File: src/rtl/seg7_scan_display.sv
// Multiplexed hex 7-segment driver: scans DIGITS digits with a dead-time gap between slots.
// New data is committed only at frame boundaries, so a frame never shows a mix of old and new data.
module seg7_scan_display #(
    parameter int DIGITS          = 2,
    parameter int DIV_BITS        = 6,
    parameter int BLANK_CYCLES    = 2,
    parameter int SEG_ACTIVE_HIGH = 1,
    parameter int DIG_ACTIVE_HIGH = 1
) (
    input  logic                  clk,
    input  logic                  rst_n,
    input  logic [4*DIGITS-1:0]   value,
    input  logic [DIGITS-1:0]     dp_in,
    input  logic                  load,
    input  logic                  blank_lz,
    input  logic                  en,
    output logic [6:0]            seg,
    output logic                  seg_dp,
    output logic [DIGITS-1:0]     dig_en,
    output logic                  frame_done
);
    localparam int                DW      = (DIGITS > 1) ? $clog2(DIGITS) : 1;
    localparam logic [DIV_BITS-1:0] P_LAST  = '1;
    localparam logic [DIV_BITS-1:0] P_BLANK = DIV_BITS'(BLANK_CYCLES);
    localparam logic [DW-1:0]     D_LAST  = DW'(DIGITS - 1);
    localparam logic              SEG_INV = (SEG_ACTIVE_HIGH == 0);
    localparam logic [6:0]        SEG_OFF = {7{SEG_INV}};
    localparam logic [DIGITS-1:0] DIG_OFF = (DIG_ACTIVE_HIGH != 0) ? '0 : '1;

    logic [DIV_BITS-1:0]     p_q, p_d;
    logic [DW-1:0]           d_q, d_d;
    logic [DIGITS-1:0][3:0]  disp_q, disp_d, shad_q, shad_d;
    logic [DIGITS-1:0]       dpd_q, dpd_d, shdp_q, shdp_d;
    logic                    pend_q, pend_d;
    logic [6:0]              seg_q, seg_d;
    logic                    dp_q, dp_d;
    logic [DIGITS-1:0]       dig_q, dig_d;
    logic                    fd_q, fd_d;

    logic                    boundary;
    logic [3:0]              nib;
    logic                    dpb, zabove, supp;
    logic [6:0]              lit;
    logic [DIGITS-1:0]       onehot;

    function automatic logic [6:0] font(input logic [3:0] n);
        case (n)
            4'h0: font = 7'b1111110;  4'h1: font = 7'b0110000;
            4'h2: font = 7'b1101101;  4'h3: font = 7'b1111001;
            4'h4: font = 7'b0110011;  4'h5: font = 7'b1011011;
            4'h6: font = 7'b1011111;  4'h7: font = 7'b1110000;
            4'h8: font = 7'b1111111;  4'h9: font = 7'b1111011;
            4'hA: font = 7'b1110111;  4'hB: font = 7'b0011111;
            4'hC: font = 7'b1001110;  4'hD: font = 7'b0111101;
            4'hE: font = 7'b1001111;  default: font = 7'b1000111;
        endcase
    endfunction

    always_comb begin
        boundary = en && (p_q == P_LAST) && (d_q == D_LAST);

        p_d = p_q + 1'b1;
        d_d = d_q;
        if (!en) begin
            p_d = '0;
            d_d = '0;
        end else if (p_q == P_LAST) begin
            d_d = (d_q == D_LAST) ? '0 : d_q + 1'b1;
        end

        shad_d = shad_q;
        shdp_d = shdp_q;
        if (load) begin
            shad_d = value;
            shdp_d = dp_in;
        end

        // A load on the boundary cycle bypasses the shadow so it is not delayed a whole frame.
        disp_d = disp_q;
        dpd_d  = dpd_q;
        pend_d = pend_q;
        if (boundary) begin
            pend_d = 1'b0;
            if (load) begin
                disp_d = value;
                dpd_d  = dp_in;
            end else if (pend_q) begin
                disp_d = shad_q;
                dpd_d  = shdp_q;
            end
        end else if (load) begin
            pend_d = 1'b1;
        end

        nib    = '0;
        dpb    = 1'b0;
        zabove = 1'b1;
        supp   = 1'b0;
        for (int i = DIGITS - 1; i >= 0; i--) begin
            zabove = zabove & (disp_q[i] == 4'd0);
            if (int'(d_q) == i) begin
                nib  = disp_q[i];
                dpb  = dpd_q[i];
                supp = blank_lz && zabove && (i != 0);
            end
        end
        lit    = supp ? 7'h00 : font(nib);
        onehot = DIGITS'(1) << d_q;

        seg_d = en ? (lit ^ SEG_OFF) : SEG_OFF;
        dp_d  = en ? (dpb ^ SEG_INV) : SEG_INV;
        dig_d = DIG_OFF;
        if (en && (p_q >= P_BLANK))
            dig_d = DIG_OFF ^ onehot;
        fd_d  = boundary;
    end

    always_ff @(posedge clk or negedge rst_n) begin
        if (!rst_n) begin
            p_q    <= '0;
            d_q    <= '0;
            disp_q <= '0;
            dpd_q  <= '0;
            shad_q <= '0;
            shdp_q <= '0;
            pend_q <= 1'b0;
            seg_q  <= SEG_OFF;
            dp_q   <= SEG_INV;
            dig_q  <= DIG_OFF;
            fd_q   <= 1'b0;
        end else begin
            p_q    <= p_d;
            d_q    <= d_d;
            disp_q <= disp_d;
            dpd_q  <= dpd_d;
            shad_q <= shad_d;
            shdp_q <= shdp_d;
            pend_q <= pend_d;
            seg_q  <= seg_d;
            dp_q   <= dp_d;
            dig_q  <= dig_d;
            fd_q   <= fd_d;
        end
    end

    assign seg        = seg_q;
    assign seg_dp     = dp_q;
    assign dig_en     = dig_q;
    assign frame_done = fd_q;
endmodule

File: config.mk
export PLATFORM = sky130hd
export DESIGN_NAME = seg7_scan_display
export DESIGN_NICKNAME = d
export VERILOG_FILES = /design/src/rtl/seg7_scan_display.sv
export SDC_FILE = /design/constraint.sdc
export NUM_CORES = 1
export LEC_CHECK = 0
export BUFFER_PORTS_ARGS = -buffer_cell sky130_fd_sc_hd__buf_2
export CAP_MARGIN = 20
export CORE_ASPECT_RATIO = 0.6
export CORE_MARGIN = 2
export CORE_UTILIZATION = 56
export DETAILED_ROUTE_END_ITERATION = 7
export GPL_ROUTABILITY_DRIVEN = 0
export PLACE_DENSITY_LB_ADDON = 0.2
export SYNTH_ARGS = -nofsm -noshare
export SYNTH_HDL_FRONTEND = slang
export SYNTH_SLANG_ARGS = --single-unit
File: constraint.sdc
create_clock -name clk -period 2.6 [get_ports clk]
set_clock_uncertainty 0.1 [all_clocks]
set_input_delay 0.39 -clock clk [delete_from_list [all_inputs] [get_ports clk]]
set_output_delay 0.39 -clock clk [all_outputs]
set_load 0.01 [all_outputs]
After elaboration in Yosys (flattened, before gate mapping)
Memory sizes are Yosys's and may differ from the RTL's.
Index checks and enable logic that the tools add are counted.
{ "word_totals": {"ff_bits": 39, "latchBits": 0, "mem_bits_rw": 0, "mem_bits_ro": 112, "in_bits": 15, "out_inout_bits": 11, "elab_cells": 45, "mem_count": 1} }
{ "mem_list": {"columns": ["memory", "depth", "width", "read_ports", "rd_ports_with_merged_regs", "write_ports", "line_no", "rtl"], "rows": [
  ["(no name shown)", 16, 7, 1, 0, 0, "47", "case (n)"]
]} }
{ "op_classes": {"add_sub_neg": 2, "n_mul": 0, "div_mod_pow": 0, "magnitude_cmp": 1, "n_eq_ne": 2, "n_shift": 1, "mux": 17, "n_bitwise": 0, "n_reduce_logical": 8} }
{ "ops": {"columns": ["operator", "n"], "rows": [
  ["8-bit 2-to-1 mux", 2],
  ["7-bit 2-to-1 mux", 2],
  ["1-bit 2-to-1 mux", 8],
  ["6-bit by 1-bit adder with 6-bit output, second input constant", 1],
  ["6-bit == test, second input constant", 1],
  ["6-bit by 2-bit >= comparator with 1-bit output, second input constant", 1],
  ["2-bit 2-to-1 mux", 3],
  ["6-bit 2-to-1 mux", 1],
  ["1-bit logical AND", 4],
  ["4-bit zero test", 1],
  ["4-bit 2-to-1 mux", 1],
  ["2-bit nonzero test", 2],
  ["2-bit by 1-bit inequality test with 1-bit output, second input constant", 1],
  ["2-bit AND reduction", 1],
  ["1-bit by 1-bit << shifter with 2-bit output, first input constant", 1],
  ["1-bit adder, second input constant", 1]
]} }

Depth between registers and ports, before layout
{ "logic_depth": {"ltp_word": 5, "ltp_mapped": 9} }

Worst setup path after synthesis
OpenSTA, ideal clock, no wires.
{ "synth_path": {"path_kind": "reg2reg", "startpoint": "register d_q", "endpoint": "register seg_q[5] (netlist: seg[5])", "arrival_time_ps": 1941, "path_slack_ps": 456, "stages_incl_launch_ff": 8, "path_cell_list": "dfrtp_1 buf_2 buf_2 mux2i_1 ha_1 o211ai_1 o21ai_0 a221oi_1"} }
{ "synth_via": {"elab_chain_cells": 4} }
{ "synth_lines": {"columns": ["element", "line_no", "rtl"], "rows": [
  ["from (decl)", "31", "logic [DW-1:0] d_q, d_d;"],
  ["from (signal assigned)", "121", "d_q <= '0;"],
  ["from (signal assigned)", "133", "d_q <= d_d;"],
  ["4-bit 2-to-1 mux", "101", "if (int'(d_q) == i) begin"],
  ["memory read 16 x 7 bit", null, null],
  ["7-bit 2-to-1 mux *", "107", "lit = supp ? 7'h00 : font(nib);"],
  ["7-bit 2-to-1 mux *", "110", "seg_d = en ? (lit ^ SEG_OFF) : SEG_OFF;"],
  ["named net seg_d[5]", "35", "logic [6:0] seg_q, seg_d;"],
  ["to (signal assigned)", "139", "seg_q <= seg_d;"],
  ["to (decl)", "35", null]
]} }
The timed path passes the listed nets; every way through them passes the cells marked *.
A chain may end at the register's enable or synchronous reset.

Worst setup path after layout
{ "layout_path": {"startpoint": "register d_q", "endpoint": "register seg_q[6] (netlist: seg[6])"} }
The elaborated chain is that of the path after synthesis.

==> summary.md <==
| Metric | Value |
|---|---|
| Die height | `48.8 µm` |
| Max VDD drop | `0.351 mV` |
| Post-route antenna net violation count | `0` |
| FF-to-FF setup slack | `0.30 ns` |
| Most used cell, CP | `nor2_1` |
| Fmax achieved | `434 MHz` |
| Tmin final | `2.30 ns` |
| Asr flop ratio synth | `1.00` |
| Fill count | `259` |
| Actual slew at the worst max-slew pin | `0.832 ns` |
| Synth Area in Simple Gates | `0.144` |
| Clk pin slew, worst setup/hold paths | `0.07 ns` |
| Multi-input logic area | `858 µm²` |
| CTS tree | `built` |
| Fin cells | `227` |
| Share of layout cells above drive strength 1 | `0.330` |
| Critical path class | `reg2reg` |
| Status | `complete, no violations` |
| Area growth syn-to-layout | `15.0%` |
| Detailed placement HPWL | `2.40 mm` |
| PortBufs | `25` |
| First-pass GRT wire length | `5.79 mm` |
| GR Overflow Total | `0` |
| Sw Ratio | `0.209` |
| Hold Fails Final Rpt | `0` |
| Drt pass-1 iters | `4` |
| Post-synthesis adder-cell area fraction | `0.0535` |
| CTS hold repair buffers | `0` |
| Via/cell ratio | `5.50` |
| Library cells used by synthesis | `34` |
| I/O pins | `26` |
| Yosys reg bits | `39` |
| # clock sinks | `39` |
| RR Endpoint | `seg[6]` |
| Number of synthesized flops with an enable pin | `0` |
| R2R depth | `7` |
| P_sw | `0.258 mW` |
| Maxcap violations | `0` |
| Slew Limit Fails | `0` |
| Via count | `1248` |
| CP Cell Sequence | `mux2i_1 -> inv_1 -> ha_1 -> nor4bb_1 -> nor2_1 -> o221a_2 -> nor2_1` |
| Sequential share of the synthesized area | `0.521` |
| Compound-Gate Fraction of Synth Area | `0.0535` |
| DRC Markers | `0` |
| Critical Path End Type | `flip-flop` |
| Clk_lat worst skew | `0.29 ns` |
| Critical path's slowest cell | `mux2i_1` |
| Worst setup SP type | `flip-flop` |
| Worst Hold Class | `in2async` |
| Period utilisation layout | `0.886` |
| Post-CTS Setup Inserts | `0` |
| Die area | `3840 µm²` |
| Logic pwr share | `0.063` |
| Critical Path RT | `2.72 ns` |
| ANT cells | `0` |
| Final setup fails | `0` |
| CTS H-tree depth | `2` |
| Multiplexer share of the synthesized area | `0.174` |
| Pwr/cell area | `574 nW/µm²` |
| Pin count of the biggest net entering global routing | `40` |
| Die X | `78.6 µm` |
| Synth Instances | `154` |
| Unrepaired setup endpoints after global routing | `false` |
| Yosys Warn Count | `0` |
| Placed Cells | `219` |
| Critical Path Fanout Max | `7` |
| CP arrival | `2.43 ns` |
| Placeable Area | `3220 µm²` |
| Clk network pwr share | `0.418` |
| Xor and xnor area share after synthesis | `0.0328` |
| Nets | `204` |
| # rows | `16` |
| Root Driver | `clkbuf_8` |
| Slowest stage delay, CP | `0.54 ns` |
| Clock buffer depth | `2` |
| R2R Path Start | `d_q` |
| Main combinational cell family by area after synthesis | `multiplexers` |
| DR iter-0 viols | `55` |
| Setup tns final | `0 ns` |
| Leakage Power | `1.00 nW` |
| Synth Area per Inst | `12.2 µm²` |
| Total Routing Usage GR | `0.204` |
| Share of power burned in registers | `0.519` |
| Initial Util | `0.581` |
| Num CTS Buffers | `5` |
| Number of global-route vias before repair | `1174` |
| Post_cts resized | `0` |
| Initial antenna violation count | `0` |
| Seq. cell area | `976 µm²` |
| Rel. slew slack | `0.445` |
| Mapped cell area | `1870 µm²` |
| WL per Instance | `14.6 µm` |
| Most used DFF post-synth | `dfrtp_1` |
| Syn Nets | `177` |
| Pint | `0.978 mW` |
| Routed WL | `3.31 mm` |
## per-layer routing
metal,part of all wire,track usage,wire length (µm),vias up
met2,0.43,0.281,1430,35
met3,0.055,0.0574,182,6
met4,0.019,0.0965,64,0
li1,-,-,-,594
met1,0.49,0.300,1640,613
met5,0,0,0,-
## registers in the layout (all words and copies together) (netlist names)
register,cells
shad_q,8
seg_dp,1
dig_en,2
dpd_q,2
frame_done,1
disp_q,8
shdp_q,2
seg,7
d_q,1
p_q,6
pend_q,1
## cell usage after synthesis, drive strengths merged (4+ instances only)
library cell  count  area, µm²
mux2             21        236
nand2             8       30.0
ha                8        100
o21ai             4       20.0
nand3             4       25.0
xnor2             6       52.6
and2              5       31.3
mux2i             9       90.1
nor2             11       41.3
nor2b             5       31.3
dfrtp            39        976
nor3              4       31.3
## worst max path at each step
stage | start | end | slack, ns | depth (start not counted)
after CTS | d_q | seg[6] | 0.30 | 7
after detailed placement | d_q | seg[6] | 0.31 | 7
final | d_q | seg[6] | 0.30 | 7
after floorplan | d_q | seg[5] | 0.46 | 7
after global placement | d_q | seg[6] | 0.42 | 7
after global routing | d_q | seg[6] | 0.12 | 7
## critical path, delay by kind of cell, from the launching register on
kind / cells / cell delay (ns)
multiplexers: 1 / 0.54
flip-flops: 1 / 0.52
AND/OR/NAND/NOR: 3 / 0.44
adder cells (fa/ha/maj): 1 / 0.31
buffers and inverters: 1 / 0.20
AO/OA/AOI/OAI: 1 / 0.12
## metrics by stage
step	hold slack, ns	total power, mW	instance area (µm²)	setup WS [ns]	utilization
after CTS	0.120	1.25	2150	0.301	0.668
after global placement	0.369	0.729	2030	0.419	0.631
after detailed placement	0.385	0.733	2030	0.315	0.631
after floorplan	-0.00559	0.693	1870	0.456	-
after global routing	0.165	1.29	2150	0.124	0.668
final	0.0937	1.24	2150	0.296	0.668
## cells in the final DEF (no fill, tap or decap)
cell type  Yosys  layout
dfrtp_1       39      39
buf_2          3      25
mux2_2        21      21
nor2_1        11      11
mux2i_1        9       9
nand2_1        8       8
ha_1           8       8
xnor2_1        6       6
clkbuf_8       0       6
nor2b_1        5       5
o21ai_0        4       4
and2_1         4       4
inv_1          3       3
nand3_1        3       3
nor3_1         3       3
nor4b_1        2       2
nand3b_1       2       2
a311oi_1       2       2
nand2b_1       2       2
a211oi_1       2       2
o211ai_1       1       1
a221oi_1       1       1
a22o_1         1       1
and2_0         1       1
a21oi_1        1       1
o22ai_1        1       1
nand3_2        1       1
xor2_1         1       1
or4_2          1       1
nor3b_1        1       1
or2_4          1       1
nor4bb_1       1       1
o221a_2        1       1
nor3_4         1       1
bufinv_16      0       1
clkinv_2       0       1
buf_4          0       1
## cells by family (layout without fill, tap and decap cells)
kind of cell,Yosys count,after routing
muxes,30,30
xor gates and xnor gates,7,7
and+or+nand+nor,47,47
adders and majority gates,8,8
buffers and inverters,9,37
AOI/OAI and AO/OA,14,14
DFF,39,39
## power by group through the flow
stage               logic, mW  clock network [mW]  registers (mW)
finish                 0.0777               0.517           0.641
detailed placement     0.0790                   0           0.654
floorplan              0.0385                   0           0.655
global route           0.0889               0.558           0.645
global placement       0.0768                   0           0.652
CTS                    0.0798               0.531           0.642
## final cells by class
type / instances / area share
inverter: 3 / 0.00523
sequential: 39 / 0.453
clock buffer: 6 / 0.0384
timing repair buffer: 26 / 0.0616
clock inverter: 2 / 0.0163
multi-input combinational: 106 / 0.399
tap: 45 / 0.0262
No activity file was read; power rests on OpenSTA's default activity.
